--- config.mk ---
export PLATFORM = sky130hd
export DESIGN_NAME = wb_native_slave
export DESIGN_NICKNAME = d
export VERILOG_FILES = /design/src/rtl/wb_native_slave.sv
export SDC_FILE = /design/constraint.sdc
export NUM_CORES = 1
export LEC_CHECK = 0
export ABC_AREA = 1
export BUFFER_PORTS_ARGS = -buffer_cell sky130_fd_sc_hd__buf_2
export CORE_ASPECT_RATIO = 1.5
export CORE_MARGIN = 1
export CORE_UTILIZATION = 49
export CTS_BUF_LIST = sky130_fd_sc_hd__clkbuf_4 sky130_fd_sc_hd__clkbuf_8
export CTS_CLUSTER_DIAMETER = 100
export DETAILED_ROUTE_END_ITERATION = 10
export PLACE_DENSITY = 0.83
export SYNTH_ARGS = -nofsm -noshare
export SYNTH_HDL_FRONTEND = slang
export SYNTH_SLANG_ARGS = --single-unit
--- constraint.sdc ---
create_clock -name wb_clk_i -period 1.94 [get_ports wb_clk_i]
set_clock_uncertainty 0.05 [all_clocks]
set_input_delay 0.194 -clock wb_clk_i [delete_from_list [all_inputs] [get_ports wb_clk_i]]
set_output_delay 0.194 -clock wb_clk_i [all_outputs]
set_load 0.005 [all_outputs]
--- src/rtl/wb_native_slave.sv ---
// Wishbone classic slave bridging bus cycles onto a picorv32-style native memory port.
// Decodes an address window, times out stalled native requests, and drains aborted cycles.
module wb_native_slave #(
    parameter logic [31:0] BASE_ADDR      = 32'h0000_0000,
    parameter logic [31:0] ADDR_MASK      = 32'hFF00_0000,
    parameter int unsigned TIMEOUT_CYCLES = 255
) (
    input  logic        wb_clk_i,
    input  logic        wb_rst_ni,
    input  logic [31:0] wbs_adr_i,
    input  logic [31:0] wbs_dat_i,
    output logic [31:0] wbs_dat_o,
    input  logic        wbs_we_i,
    input  logic [3:0]  wbs_sel_i,
    input  logic        wbs_stb_i,
    input  logic        wbs_cyc_i,
    output logic        wbs_ack_o,
    output logic        wbs_err_o,
    output logic        mem_valid,
    output logic [31:0] mem_addr,
    output logic [31:0] mem_wdata,
    output logic [3:0]  mem_wstrb,
    input  logic        mem_ready,
    input  logic [31:0] mem_rdata,
    output logic        busy
);

    localparam int CNT_W = ($clog2(TIMEOUT_CYCLES + 1) > 0) ? $clog2(TIMEOUT_CYCLES + 1) : 1;

    typedef enum logic [1:0] {IDLE, MEM, DRAIN, RESP} state_t;

    state_t             state_q, state_d;
    logic [CNT_W-1:0]   cnt_q, cnt_d;
    logic [31:0]        dat_d, addr_d, wdata_d;
    logic [3:0]         wstrb_d;
    logic               valid_d, ack_d, err_d, busy_d;
    logic               hit, timeout_hit;

    assign hit         = (wbs_adr_i & ADDR_MASK) == BASE_ADDR;
    // Fires on the MEM/DRAIN cycle whose increment would make the count reach the limit.
    assign timeout_hit = (TIMEOUT_CYCLES != 0) &&
                         ((32'(cnt_q) + 32'd1) == 32'(TIMEOUT_CYCLES));

    always_ff @(posedge wb_clk_i or negedge wb_rst_ni) begin
        if (!wb_rst_ni) begin
            state_q   <= IDLE;
            cnt_q     <= '0;
            wbs_dat_o <= '0;
            wbs_ack_o <= 1'b0;
            wbs_err_o <= 1'b0;
            mem_valid <= 1'b0;
            mem_addr  <= '0;
            mem_wdata <= '0;
            mem_wstrb <= '0;
            busy      <= 1'b0;
        end else begin
            state_q   <= state_d;
            cnt_q     <= cnt_d;
            wbs_dat_o <= dat_d;
            wbs_ack_o <= ack_d;
            wbs_err_o <= err_d;
            mem_valid <= valid_d;
            mem_addr  <= addr_d;
            mem_wdata <= wdata_d;
            mem_wstrb <= wstrb_d;
            busy      <= busy_d;
        end
    end

    always_comb begin
        state_d = state_q;
        cnt_d   = cnt_q;
        dat_d   = wbs_dat_o;
        addr_d  = mem_addr;
        wdata_d = mem_wdata;
        wstrb_d = mem_wstrb;
        valid_d = mem_valid;
        ack_d   = 1'b0;
        err_d   = 1'b0;

        case (state_q)
            IDLE: begin
                if (wbs_cyc_i && wbs_stb_i) begin
                    if (!hit) begin
                        err_d   = 1'b1;
                        state_d = RESP;
                    end else if (wbs_we_i && (wbs_sel_i == 4'b0000)) begin
                        ack_d   = 1'b1;
                        state_d = RESP;
                    end else begin
                        addr_d  = wbs_adr_i;
                        wdata_d = wbs_dat_i;
                        wstrb_d = wbs_we_i ? wbs_sel_i : 4'b0000;
                        valid_d = 1'b1;
                        cnt_d   = '0;
                        state_d = MEM;
                    end
                end
            end
            MEM: begin
                if (mem_ready) begin
                    valid_d = 1'b0;
                    ack_d   = 1'b1;
                    if (mem_wstrb == 4'b0000)
                        dat_d = mem_rdata;
                    state_d = RESP;
                end else if (timeout_hit) begin
                    // An aborted master gets no error; the request is simply dropped.
                    valid_d = 1'b0;
                    err_d   = wbs_cyc_i;
                    state_d = wbs_cyc_i ? RESP : IDLE;
                end else begin
                    cnt_d = cnt_q + CNT_W'(1);
                    if (!wbs_cyc_i)
                        state_d = DRAIN;
                end
            end
            DRAIN: begin
                if (mem_ready || timeout_hit) begin
                    valid_d = 1'b0;
                    state_d = IDLE;
                end else begin
                    cnt_d = cnt_q + CNT_W'(1);
                end
            end
            RESP: begin
                state_d = IDLE;
            end
            default: begin
                valid_d = 1'b0;
                state_d = IDLE;
            end
        endcase

        busy_d = (state_d != IDLE);
    end

endmodule

==> results of run 1 <==
[area by class of cell]
cell class / instances / share of cell area [%]
repair buffers: 320 / 29.4
clock inverters: 9 / 1.73
inverters: 31 / 1.56
well taps: 112 / 1.88
multi-input cells: 328 / 23.1
flip-flops and latches: 114 / 38.3
clock buffers: 23 / 4.00
diodes: 2 / 0.0672
[stage by stage]
| stage | hold slack, ns | utilization, % | std cells | power, mW | setup slack, ns |
|---|---|---|---|---|---|
| after global routing | 0.0348 | 80.1 | 939 | 6.69 | -0.0285 |
| final | 0.0252 | 80.1 | 939 | 6.40 | 0.107 |
| after detailed placement | 0.174 | 63.9 | 803 | 3.68 | 0.00602 |
| after CTS | 0.00440 | 78.6 | 929 | 6.17 | 0.0169 |
| after global placement | 0.166 | 63.9 | 803 | 3.61 | 0.133 |
| after floorplan | -0.152 | - | 491 | 3.32 | 0.160 |
[synthesized netlist by cell type, types with 2 or more instances]
library cell | number | area (um^2)
sky130_fd_sc_hd__nand4_1 | 6 | 37.5
sky130_fd_sc_hd__ha_1 | 6 | 75.1
sky130_fd_sc_hd__mux2_2 | 32 | 360
sky130_fd_sc_hd__nor2_2 | 2 | 12.5
sky130_fd_sc_hd__o21ai_2 | 7 | 61.3
sky130_fd_sc_hd__buf_2 | 8 | 40.0
sky130_fd_sc_hd__o21ai_0 | 7 | 35.0
sky130_fd_sc_hd__nand3_1 | 16 | 80.1
sky130_fd_sc_hd__dfrtp_1 | 114 | 2850
sky130_fd_sc_hd__nand2_1 | 220 | 826
sky130_fd_sc_hd__nor2_1 | 16 | 60.1
sky130_fd_sc_hd__nand2_2 | 4 | 25.0
sky130_fd_sc_hd__clkbuf_1 | 8 | 30.0
sky130_fd_sc_hd__inv_1 | 31 | 116
sky130_fd_sc_hd__a21oi_1 | 2 | 10.0
[power by group through the flow]
stage               logic [mW]  registers, mW  clock network (mW)
CTS                       1.17           2.61                2.38
floorplan                0.685           2.64                   0
detailed placement        1.02           2.65                   0
global placement         0.966           2.65                   0
finish                    1.38           2.63                2.39
global route              1.53           2.64                2.52
[final timing paths]
path                       cells after the start             to           from  slack [ns]
setup / recovery                              13       cnt_q[2]       cnt_q[0]        0.11
hold / removal                                 4      wbs_ack_o  wbs_adr_i[31]        0.03
setup reg to reg                              13       cnt_q[2]       cnt_q[0]        0.11
hold reg to reg                                2  mem_wdata[22]  mem_wdata[22]        0.42
max in group asynchronous                      3      mem_valid      wb_rst_ni        0.92
min in group asynchronous                      3   wbs_dat_o[9]      wb_rst_ni        0.30
[state kept, by name, summed over array words and instances (netlist names)]
name and cells:
mem_wstrb 4, cnt_q 8, mem_addr 32, mem_wdata 32, state_q 2, wbs_dat_o 32, wbs_ack_o 1, busy 1
mem_valid 1, wbs_err_o 1
[logic make-up (layout without fill, tap and decap cells)]
kind of cell | after synthesis | in the layout | share of synthesized area (%)
AO/OA/AOI/OAI | 21 | 21 | 3.12
adder cells (fa/ha/maj) | 6 | 6 | 1.59
buffers and inverters | 50 | 383 | 4.60
flip-flops | 114 | 114 | 60.3
multiplexers | 32 | 32 | 7.62
other | 0 | 2 | 0
AND/OR/NAND/NOR | 268 | 269 | 22.8
[placed cells by master (no fill, tap or decap), drive strengths merged]
master,Yosys,layout
a21boi,1,1
a21oi,2,2
buf,11,225
bufinv,0,3
clkbuf,8,24
clkinv,0,4
clkinvlp,0,2
dfrtp,114,114
diode,0,2
dlygate4sd3,0,94
ha,6,6
inv,31,31
mux2,32,32
nand2,225,226
nand3,17,17
nand4,6,6
nor2,19,19
nor3,1,1
o21ai,14,14
o21bai,2,2
o22ai,1,1
o41ai,1,1
[metal layers]
metal | track usage (%) | share of wire [%]
met3 | 13.8 | 9.1
met1 | 34.6 | 34
met2 | 53.3 | 52
met5 | 0 | 0
met4 | 21.8 | 5.2
[timing repair]
| action | in CTS | in global routing |
|---|---|---|
| buffers inserted | 0 | 6 |
| endpoints found under the setup margin | 0 | 70 |
| hold endpoints to repair | 206 | 0 |
| hold buffers | 94 | 0 |
| resized for setup | 0 | 17 |
[critical path: stages, from the launching register on]
cell                      delay, ns
sky130_fd_sc_hd__dfrtp_1       0.39
sky130_fd_sc_hd__buf_4         0.16
sky130_fd_sc_hd__inv_2         0.06
sky130_fd_sc_hd__ha_1          0.14
sky130_fd_sc_hd__inv_1         0.05
sky130_fd_sc_hd__nor2_2        0.11
sky130_fd_sc_hd__nand3_2       0.07
sky130_fd_sc_hd__nor2_2        0.13
sky130_fd_sc_hd__nand2_2       0.10
sky130_fd_sc_hd__nand2_2       0.10
sky130_fd_sc_hd__o21ai_4       0.09
sky130_fd_sc_hd__nand2_4       0.12
sky130_fd_sc_hd__buf_4         0.12
sky130_fd_sc_hd__o21ai_2       0.04
==> impl_results.md, run 1 <==
* Sequential fraction of design power at between 40% and 50%
* Die Y at 122 um
* Unrepaired setup endpoints after global routing: true
* Dominant register cell in the synthesized netlist: sky130_fd_sc_hd__dfrtp_1
* Gp weighted congestion at 0.825
* Number of input and output port buffers inserted at about 210
* TritonCTS clock tree: done
* Area occupied by multi-input gates at roughly 1700 um^2
* Die footprint at approximately 10000 um^2
* P per Cell Area at around 860 nW/um^2
* Setup crit start kind: register
* Number of routed nets with antenna violations at 0
* Max-cap check violation count at 0
* Setup TNS at 0 ns
* Wirelength per Cell at approximately 17 um
* Final critical delay including setup and external delays at between 1.5 and 2 ns
* Overflow after GRT at 0
* Final Cycle Share at between 90% and 100%
* Final-report hold violation count at 0
* Starting DRC count in detailed routing at roughly 270
* Part of the total power dissipated in the clock network at 37.3%
* Reported net switching power at ~1.9 mW
* Cell area after technology mapping at about 4700 um^2
* Horizontal die dimension at approximately 80 um
* Mean Syn Cell Area at approximately 9.6 um^2
* Max frequency at between 500 and 600 MHz
* Worst supply voltage drop on vdd at 0.648 mV
* Final-stage net count at ~920
* Placed inst area at roughly 5900 um^2
* Boundary pin count at 210
* Total clock sinks at ~110
* Run status: finished, final reports clean
* CTS H-tree depth at 4
* Critical path type: register to register
* Crit. End Element: register
* Max Slew Vio Count at 0
* Reg area at approximately 2900 um^2
* Cells after synthesis at ~490
* Detailed Routing Iterations Pass 1 at 5
* Total number of vias at ~4900
* Class of the worst hold path: primary input to register
* Overall routing resource usage at between 30% and 40%
* Pin count of the biggest net entering global routing at 62
* Syn nets at about 600
* Total wire length after detailed routing at ~16 mm
* Post-route DRC violation count at 0
* Fraction of final layout cells sized beyond drive strength 1 at between 30% and 40%
* Core ar. at 9310 um^2
* Initial antenna violation count at 2
* Peak fanout along the critical path at 7
* Worst Path Arrival at 2.10 ns
* Transition time at the pin with the least slew margin at ~0.67 ns
* Sequential element share of the synthesized area at 60.3%
* CTS Buf Count at 17
* DP HPWL at 8.78 mm
* Post-synthesis async set-or-reset flop share at between 90% and 100%
* Sw Ratio at between 20% and 30%
* Final count of negative-setup-slack endpoints at 0
* Data required time at the worst endpoint at between 2 and 2.5 ns
* Cell chosen for the clock root: sky130_fd_sc_hd__clkbuf_8
* Number of enable flip-flop cells after synthesis at 0
* Internal power component at approximately 4.5 mW
* Max-Slew Margin vs Limit at between 50% and 60%
* Wire length of the first global-routing pass at about 24 mm
* Part of the total power dissipated in combinational logic at 21.6%
* Leak pwr at 4.38 nW
* Row Count at 43
* Clock tree buffer depth at 2
* Clock latency on the worst-skew pair at approximately 0.42 ns
* Post-route cell area at approximately 7500 um^2
* Number of global-route vias before repair at 4983
* Initial Utilization at approximately half
* Layout overhead on the synthesized area at 57.5%
* Number of warning messages in the yosys log at 0
* Via density per instance at a little over 5
* Post-synthesis sequential element count at 114
* Clock input transition at the sequential cells of the worst setup and hold paths at roughly 0.07 ns
* Number of different library cells in the post-synthesis netlist at 27
* Fill cell instance count of the final layout at ~550
No activity file was read; power rests on OpenSTA's default activity.
==> inputs of run 2 (changes only) <==
--- a/config.mk
+++ b/config.mk
@@ -5,8 +5,7 @@
 export SDC_FILE = /design/constraint.sdc
 export NUM_CORES = 1
 export LEC_CHECK = 0
-export ABC_AREA = 1
-export BUFFER_PORTS_ARGS = -buffer_cell sky130_fd_sc_hd__buf_2
+export BUFFER_PORTS_ARGS = -buffer_cell sky130_fd_sc_hd__buf_4
 export CORE_ASPECT_RATIO = 1.5
 export CORE_MARGIN = 1
 export CORE_UTILIZATION = 49
==> run 2 against run 1 <==
The flow now finishes with violations (setup timing); combinational power up 95%; synthesized cell count down 33%; worst hold slack better by 0.039 ns; wire length down 8.7%; fmax down 10%; utilization up 7.7 points; sequential share of layout area down 3.0 points; clock power up 3%; final cell count down 16%; first-iteration DRC count down 34%.
==> impl_results.md, run 2 <==
* Detailed Routing Iterations Pass 1 at 4 (-1)
* Setup slack at placement at -0.159 ns (-0.165 ns)
* Final critical delay including setup and external delays at 2.05 ns (+0.212 ns)
* Path depth of the worst reg2reg path at 7 (-6)
* Area share of xor/xnor cells in the synthesized design at 0.568% (+0.57 points)
* Largest area contributor in the netlist: sky130_fd_sc_hd__dfrtp_1
* Core ar. at 9200 um^2 (-1.2%)
* Critical path type: register to register
* Overflow after GRT at 0 (unchanged)
* Post-synthesis async set-or-reset flop share at 100% (unchanged)
* Cell depth of the worst min-delay path at 3 (-1)
* Overall routing resource usage at 29.9% (-3.2 points)
* Wirelength per Cell at 18.8 um (+8.6%)
* Number of warning messages in the yosys log at 0 (unchanged)
* Cell types with the largest area share after synthesis: sky130_fd_sc_hd__dfrtp_1 62%, sky130_fd_sc_hd__mux2_1 14%, sky130_fd_sc_hd__mux2_2 7.8%
* Gp weighted congestion at 0.792 (-3.9%)
* Share of the synthesized area in compound gates (AO/OA/AOI/OAI) at 5.57% (+2.4 points)
* Final count of negative-setup-slack endpoints at 52 (+52)
* Wire length of the first global-routing pass at 21.6 mm (-11%)
* Via density per instance at 5.25 (+1.0%)
* Violated checks: setup timing
* Initial Utilization at 50.3% (-0.52 points)
* Post-synthesis mux area share at 21.6% (+14 points)
* Layout overhead on the synthesized area at 74.5%
* End of the worst register-to-register path: cnt_q[0]
* Horizontal die dimension at 81.4 um (-1.1%)
* Post-synthesis share of cell area spent on full adders, half adders and majority gates at 1.62% (+0.035 points)
* DP HPWL at 8.49 mm (-3.2%)
* Area share of and/or/nand/nor cells after synthesis at 7.16% (-16 points)
* Initial antenna violation count at 0 (-2)
* Max-Slew Margin vs Limit at 65.8% (+10 points)
* Leak pwr at 4.13 nW (-5.8%)
* Total number of vias at 4145 (-15%)
* Fill cell instance count of the final layout at 389 (-29%)
* Worst Hold End: wbs_err_o
* Slack of the critical path at -0.105 ns (-0.212 ns)
* Crit. End Element: register
* Number of enable flip-flop cells after synthesis at 0 (unchanged)
* TritonCTS clock tree: done
* Data required time at the worst endpoint at 2.20 ns (about the same)
* Sequential element share of the synthesized area at 61.6% (+1.3 points)
* Cell area after technology mapping at 4630 um^2 (-2.2%)
* Clock tree buffer depth at 2 (unchanged)
* Cell chosen for the clock root: sky130_fd_sc_hd__clkbuf_8
* Class of the worst hold path: primary input to register
* Final-stage net count at 777 (-16%)
* Final Cycle Share at 105% (+11 points)
* P per Cell Area at 1030 nW/um^2 (+20%)
* Syn nets at 441 (-27%)
* Die footprint at 9850 um^2 (-2.1%)
* Synth top area share at 61.6% (+1.3 points)
* Die Y at 121 um (-1.1%)
* Commonest non-fill, non-tap cell in the layout: sky130_fd_sc_hd__buf_4
* Starting DRC count in detailed routing at 179 (-34%)
* Max frequency at 489 MHz (-10%)
* Pin count of the biggest net entering global routing at 96 (+55%)
* Clock input transition at the sequential cells of the worst setup and hold paths at 0.07 ns (about the same)
* Fraction of final layout cells sized beyond drive strength 1 at 48.2% (+9.2 points)
* Number of input and output port buffers inserted at 209 (unchanged)
* Total wire length after detailed routing at 14.8 mm (-8.7%)
* Most used standard cell by instance count after synthesis: sky130_fd_sc_hd__dfrtp_1
* Final-report hold violation count at 0 (unchanged)
* Placed inst area at 6490 um^2 (+9.0%)
* Worst Path Arrival at 2.30 ns (+0.20 ns)
* Setup TNS at -1.32 ns (-1.32 ns)
* Mean Syn Cell Area at 14.1 um^2 (+46%)
* Worst R2R Setup Slack at -0.11 ns (-0.21 ns)
* Post-synthesis sequential element count at 114 (unchanged)
* Dominant combinational cell family by area after synthesis: multiplexers
* Most used standard cells in the synthesized netlist: 114 x sky130_fd_sc_hd__dfrtp_1, 57 x sky130_fd_sc_hd__mux2_1, 32 x sky130_fd_sc_hd__mux2_2, 18 x sky130_fd_sc_hd__nand2_1, 11 x sky130_fd_sc_hd__nor2_1
* Worst supply voltage drop on vdd at 0.962 mV (+49%)
* Dominant register cell in the synthesized netlist: sky130_fd_sc_hd__dfrtp_1
* Max Slew Vio Count at 0 (unchanged)
* Post-route DRC violation count at 0 (unchanged)
* Clock latency on the worst-skew pair at 0.40 ns (-0.02 ns)
* Number of global-route vias before repair at 4460 (-10%)
* Largest registers: mem_addr (32), mem_wdata (32), wbs_dat_o (32)
* Worst-case hold slack at 0.0639 ns (+0.0388 ns)
* Run status: complete, but fails checks
* CTS H-tree depth at 4 (unchanged)
* Setup crit start kind: register
* Critical hold path startpoint: wbs_cyc_i
* Cells after synthesis at 329 (-33%)
* Unrepaired setup endpoints after global routing: true
* Total clock sinks at 114 (unchanged)
* Row Count at 43 (unchanged)
* Max-cap check violation count at 0 (unchanged)
* Startpoint of the lowest-slack register-to-register path: cnt_q[0]
* Number of routed nets with antenna violations at 0 (unchanged)
* Peak fanout along the critical path at 9 (+2)
* Boundary pin count at 210 (unchanged)
* Transition time at the pin with the least slew margin at 0.513 ns (-0.153 ns)
* Post-route cell area at 8080 um^2 (+8.4%)
* CTS Buf Count at 17 (unchanged)
* Commonest non-fill, non-tap cells in the layout: 224 x sky130_fd_sc_hd__buf_4, 112 x sky130_fd_sc_hd__dfrtp_1, 98 x sky130_fd_sc_hd__dlygate4sd3_1
* Number of different library cells in the post-synthesis netlist at 43 (+59%)
==> run 2: layout make-up <==
class / instances / area, um^2 / share of cell area [%]
repair buffers: 331 / 2800 / 34.6
clock buffers: 22 / 290 / 3.59
inverters: 5 / 18.8 / 0.232
flip-flops and latches: 114 / 2860 / 35.3
well taps: 112 / 140 / 1.73
clock inverters: 9 / 154 / 1.91
multi-input cells: 196 / 1820 / 22.5
diodes: 1 / 2.50 / 0.0310
==> run 2: kinds of logic after synthesis <==
logic type,count (synthesis)
simple gates,63
buf+inv,19
flops,114
xor+xnor,3
mux,89
compound gates,35
fa+ha+maj,6
==> run 2: critical path: stages (launching register included) <==
cell and delay, ns:
sky130_fd_sc_hd__dfrtp_2 0.45, sky130_fd_sc_hd__ha_4 0.18, sky130_fd_sc_hd__xnor2_2 0.16, sky130_fd_sc_hd__or4b_4 0.52
sky130_fd_sc_hd__o21ai_4 0.18, sky130_fd_sc_hd__buf_6 0.15, sky130_fd_sc_hd__o21ai_0 0.13, sky130_fd_sc_hd__o21ai_1 0.14
==> run 2: worst max path at each step <==
stage / cells after the start / slack [ns] / startpoint / endpoint
after global routing: 8 / -0.14 / state_q[0] / cnt_q[0]
final: 7 / -0.11 / cnt_q[0] / cnt_q[0]
after detailed placement: 7 / -0.16 / state_q[0] / cnt_q[0]
after CTS: 7 / -0.05 / state_q[0] / cnt_q[4]
after floorplan: 8 / -0.08 / state_q[0] / cnt_q[3]
after global placement: 7 / -0.08 / state_q[0] / cnt_q[0]
==> run 2: repair_timing <==
action | CTS | global route
pin swaps | 4 | 2
setup buffers | 1 | 1
setup endpoints to repair | 12 | 64
endpoints found under the hold margin | 112 | 0
gates cloned | 0 | 4
hold buffers | 98 | 0
resized for setup | 6 | 20
==> run 2: routing by layer <==
| layer | track usage [%] | routed length, um |
|---|---|---|
| met1 | 29.2 | 5000 |
| met2 | 55.0 | 8290 |
| met3 | 7.67 | 891 |
| met4 | 16.1 | 641 |
| met5 | 0 | 0 |
==> run 2: metrics by stage <==
step	cells	total power, mW	util [%]
6_report	790	8.30	87.8
5_1_grt	789	8.68	87.8
4_1_cts	784	8.13	86.3
3_5_place_dp	654	5.47	70.5
3_3_place_gp	654	5.34	70.5
2_1_floorplan	329	4.18	-
==> run 2: report_power, final <==
group	total [mW]	leakage [nW]	switching, mW	internal (mW)
clock network	2.45	0.222	0.929	1.53
registers	3.15	1.51	0.314	2.84
logic	2.69	2.40	1.13	1.56
==> inputs of run 3 (changes only) <==
--- a/config.mk
+++ b/config.mk
@@ -6,13 +6,15 @@
 export NUM_CORES = 1
 export LEC_CHECK = 0
 export BUFFER_PORTS_ARGS = -buffer_cell sky130_fd_sc_hd__buf_4
+export CELL_PAD_IN_SITES_DETAIL_PLACEMENT = 1
+export CELL_PAD_IN_SITES_GLOBAL_PLACEMENT = 2
 export CORE_ASPECT_RATIO = 1.5
 export CORE_MARGIN = 1
-export CORE_UTILIZATION = 49
+export CORE_UTILIZATION = 30
 export CTS_BUF_LIST = sky130_fd_sc_hd__clkbuf_4 sky130_fd_sc_hd__clkbuf_8
 export CTS_CLUSTER_DIAMETER = 100
 export DETAILED_ROUTE_END_ITERATION = 10
-export PLACE_DENSITY = 0.83
+export PLACE_DENSITY_LB_ADDON = 0.1
 export SYNTH_ARGS = -nofsm -noshare
 export SYNTH_HDL_FRONTEND = slang
 export SYNTH_SLANG_ARGS = --single-unit
==> run 3 against run 2 <==
The flow still finishes with violations (setup timing); combinational power grew 7.4%; critical path depth did not move; register-to-register slack improved by 0.04 ns; non-clock buffer count grew 15; worst hold slack lost 0.025 ns; setup slack better by 0.039 ns; via count shrank 3.1%; sequential cell count unchanged.
==> impl_results.md, run 3 (same netlist as run 2, synthesis figures left out) <==
* Run status: complete, but fails checks
* Violated checks: setup timing
* Delay of the slowest critical-path stage at 0.45 ns (-0.07 ns)
* Dominant delay contributor by cell family on the critical path: simple AND/OR/NAND/NOR gates
* Number of routed nets with antenna violations at 0 (unchanged)
* Worst Path Buf+Inv at 1 (unchanged)
* Startpoint of the lowest-slack register-to-register path: state_q[0]
* Total clock sinks at 114 (unchanged)
* Overall routing resource usage at 18.9% (-11 points)
* Leak pwr at 4.17 nW (+0.99%)
* Layout overhead on the synthesized area at 79.4%
* Detailed Routing Iterations Pass 1 at 5 (+1)
* Worst supply voltage drop on vdd at 0.488 mV (-49%)
* Total number of vias at 4016 (-3.1%)
* Overflow after GRT at 0 (unchanged)
* Worst Path Arrival at 2.28 ns (-0.02 ns)
* CP Depth at 7 (unchanged)
* Peak fanout along the critical path at 7 (-2)
* Commonest non-fill, non-tap cell in the layout: sky130_fd_sc_hd__buf_4
* Fill cell instance count of the final layout at 1551 (+300%)
* Unrepaired setup endpoints after global routing: true
* P per Cell Area at 1010 nW/um^2 (-2.0%)
* Cell with the largest stage delay on the worst path: sky130_fd_sc_hd__or3_4
* Number of global-route vias before repair at 4444 (-0.36%)
* Horizontal die dimension at 103 um (+27%)
* Max-Slew Margin vs Limit at 69.3% (+3.5 points)
* Core ar. at 15100 um^2 (+64%)
* Number of input and output port buffers inserted at 209 (unchanged)
* Clock input transition at the sequential cells of the worst setup and hold paths at 0.07 ns (about the same)
* Critical path origin: state_q[0]
* Starting DRC count in detailed routing at 69 (-61%)
* Commonest non-fill, non-tap cells in the layout: 239 x sky130_fd_sc_hd__buf_4, 112 x sky130_fd_sc_hd__dfrtp_1, 98 x sky130_fd_sc_hd__dlygate4sd3_1
* Post-route DRC violation count at 0 (unchanged)
* DP HPWL at 9.95 mm (+17%)
* Crit. End Element: register
* Data required time at the worst endpoint at 2.21 ns (about the same)
* Worst R2R Setup Slack at -0.07 ns (+0.04 ns)
* Transition time at the pin with the least slew margin at 0.460 ns (-0.0526 ns)
* Slack of the critical path at -0.0664 ns (+0.0388 ns)
* Total wire length after detailed routing at 14.9 mm (+0.31%)
* Fraction of final layout cells sized beyond drive strength 1 at 49.8% (+1.6 points)
* Diodes inserted at 0 (-1)
* Clock latency on the worst-skew pair at 0.43 ns (+0.03 ns)
* Boundary pin count at 210 (unchanged)
* Critical path type: register to register
* Setup TNS at -0.353 ns (+0.967 ns)
* Initial Utilization at 30.7% (-20 points)
* Class of the worst hold path: primary input to register
* Final-stage net count at 792 (+1.9%)
* Setup crit start kind: register
* Max frequency at 498 MHz (+1.9%)
* Die Y at 154 um (+27%)
* Final Cycle Share at 103% (-2.0 points)
* Max Slew Vio Count at 0 (unchanged)
* CTS H-tree depth at 4 (unchanged)
* Final critical delay including setup and external delays at 2.01 ns (-0.0388 ns)
* TritonCTS clock tree: done
* Clock tree buffer depth at 2 (unchanged)
* Via density per instance at 4.50 (-14%)
* Wirelength per Cell at 16.7 um (-11%)
* Critical path destination: cnt_q[5]
* Initial antenna violation count at 0 (unchanged)
* End of the worst register-to-register path: cnt_q[5]
* List of cells traversed by the critical path: inv_2 > ha_4 > or2_4 > or4b_4 > o21ai_4 > or3_4 > o41ai_2
* CTS Buf Count at 17 (unchanged)
* Path depth of the worst reg2reg path at 7 (unchanged)
* Largest registers: mem_addr (32), mem_wdata (32), wbs_dat_o (32)
* Die footprint at 15900 um^2 (+62%)
* Max-cap check violation count at 0 (unchanged)
* Final count of negative-setup-slack endpoints at 8 (-85%)
* Row Count at 55 (+28%)
* Pin count of the biggest net entering global routing at 51 (-47%)
* Utilization after layout at 55.1% (-33 points)
* Final-report hold violation count at 0 (unchanged)
* Wire length of the first global-routing pass at 22.5 mm (+4.2%)
* Gp weighted congestion at 0.769 (-3.0%)
* Cell chosen for the clock root: sky130_fd_sc_hd__clkbuf_8
## run 3: layout make-up
cell class | instances | area [um^2] | share of cell area [%]
repair buffers | 346 | 2910 | 35.0
flip-flops and latches | 114 | 2860 | 34.4
multi-input cells | 196 | 1850 | 22.3
clock buffers | 18 | 241 | 2.91
well taps | 199 | 249 | 3.00
clock inverters | 14 | 181 | 2.18
inverters | 5 | 18.8 | 0.226
## run 3: worst min-delay path by stage
stage                     depth (start not counted)           end  startpoint
after floorplan                                   0          busy   wb_rst_ni
after global placement                            1  mem_addr[31]   wb_rst_ni
after detailed placement                          1  mem_addr[13]   wb_rst_ni
after CTS                                         3     wbs_err_o   wbs_cyc_i
after global routing                              3     wbs_err_o   wbs_cyc_i
final                                             3     wbs_err_o   wbs_cyc_i
## run 3: layer usage
metal	track usage, %	up-vias	wire (um)
met1	19.1	2011	5210
met4	7.85	0	356
li1	-	1878	-
met3	4.09	25	611
met2	35.9	102	8690
met5	0	-	0
## run 3: metrics by stage
stage	area (um^2)	setup WS, ns	power [mW]	hold slack, ns	cells
2_1_floorplan	4670	-0.0780	4.18	-0.152	329
5_1_grt	8310	-0.121	8.82	0.0539	892
3_3_place_gp	6710	-0.145	5.53	0.127	754
4_1_cts	8160	-0.0593	8.27	0.00578	886
3_5_place_dp	6710	-0.212	5.60	0.124	754
6_report	8310	-0.0664	8.37	0.0385	892
## run 3: report_power, final
group	leakage (nW)	switching, mW	internal [mW]	total (mW)
Clock	0.205	1.06	1.30	2.37
Sequential	1.51	0.271	2.83	3.11
Combinational	2.46	1.19	1.70	2.89
## run 3: worst min-delay path, stage by stage
cell and delay, ns:
sky130_fd_sc_hd__buf_4 0.14, sky130_fd_sc_hd__nand2_1 0.06, sky130_fd_sc_hd__o32ai_1 0.07
## run 3: what timing repair did
action	in CTS	in global routing
cloned	0	3
pin swaps	1	3
hold buffers	98	0
hold endpoints to repair	122	0
resized for setup	10	19
setup buffers	2	3
setup endpoints to repair	63	71
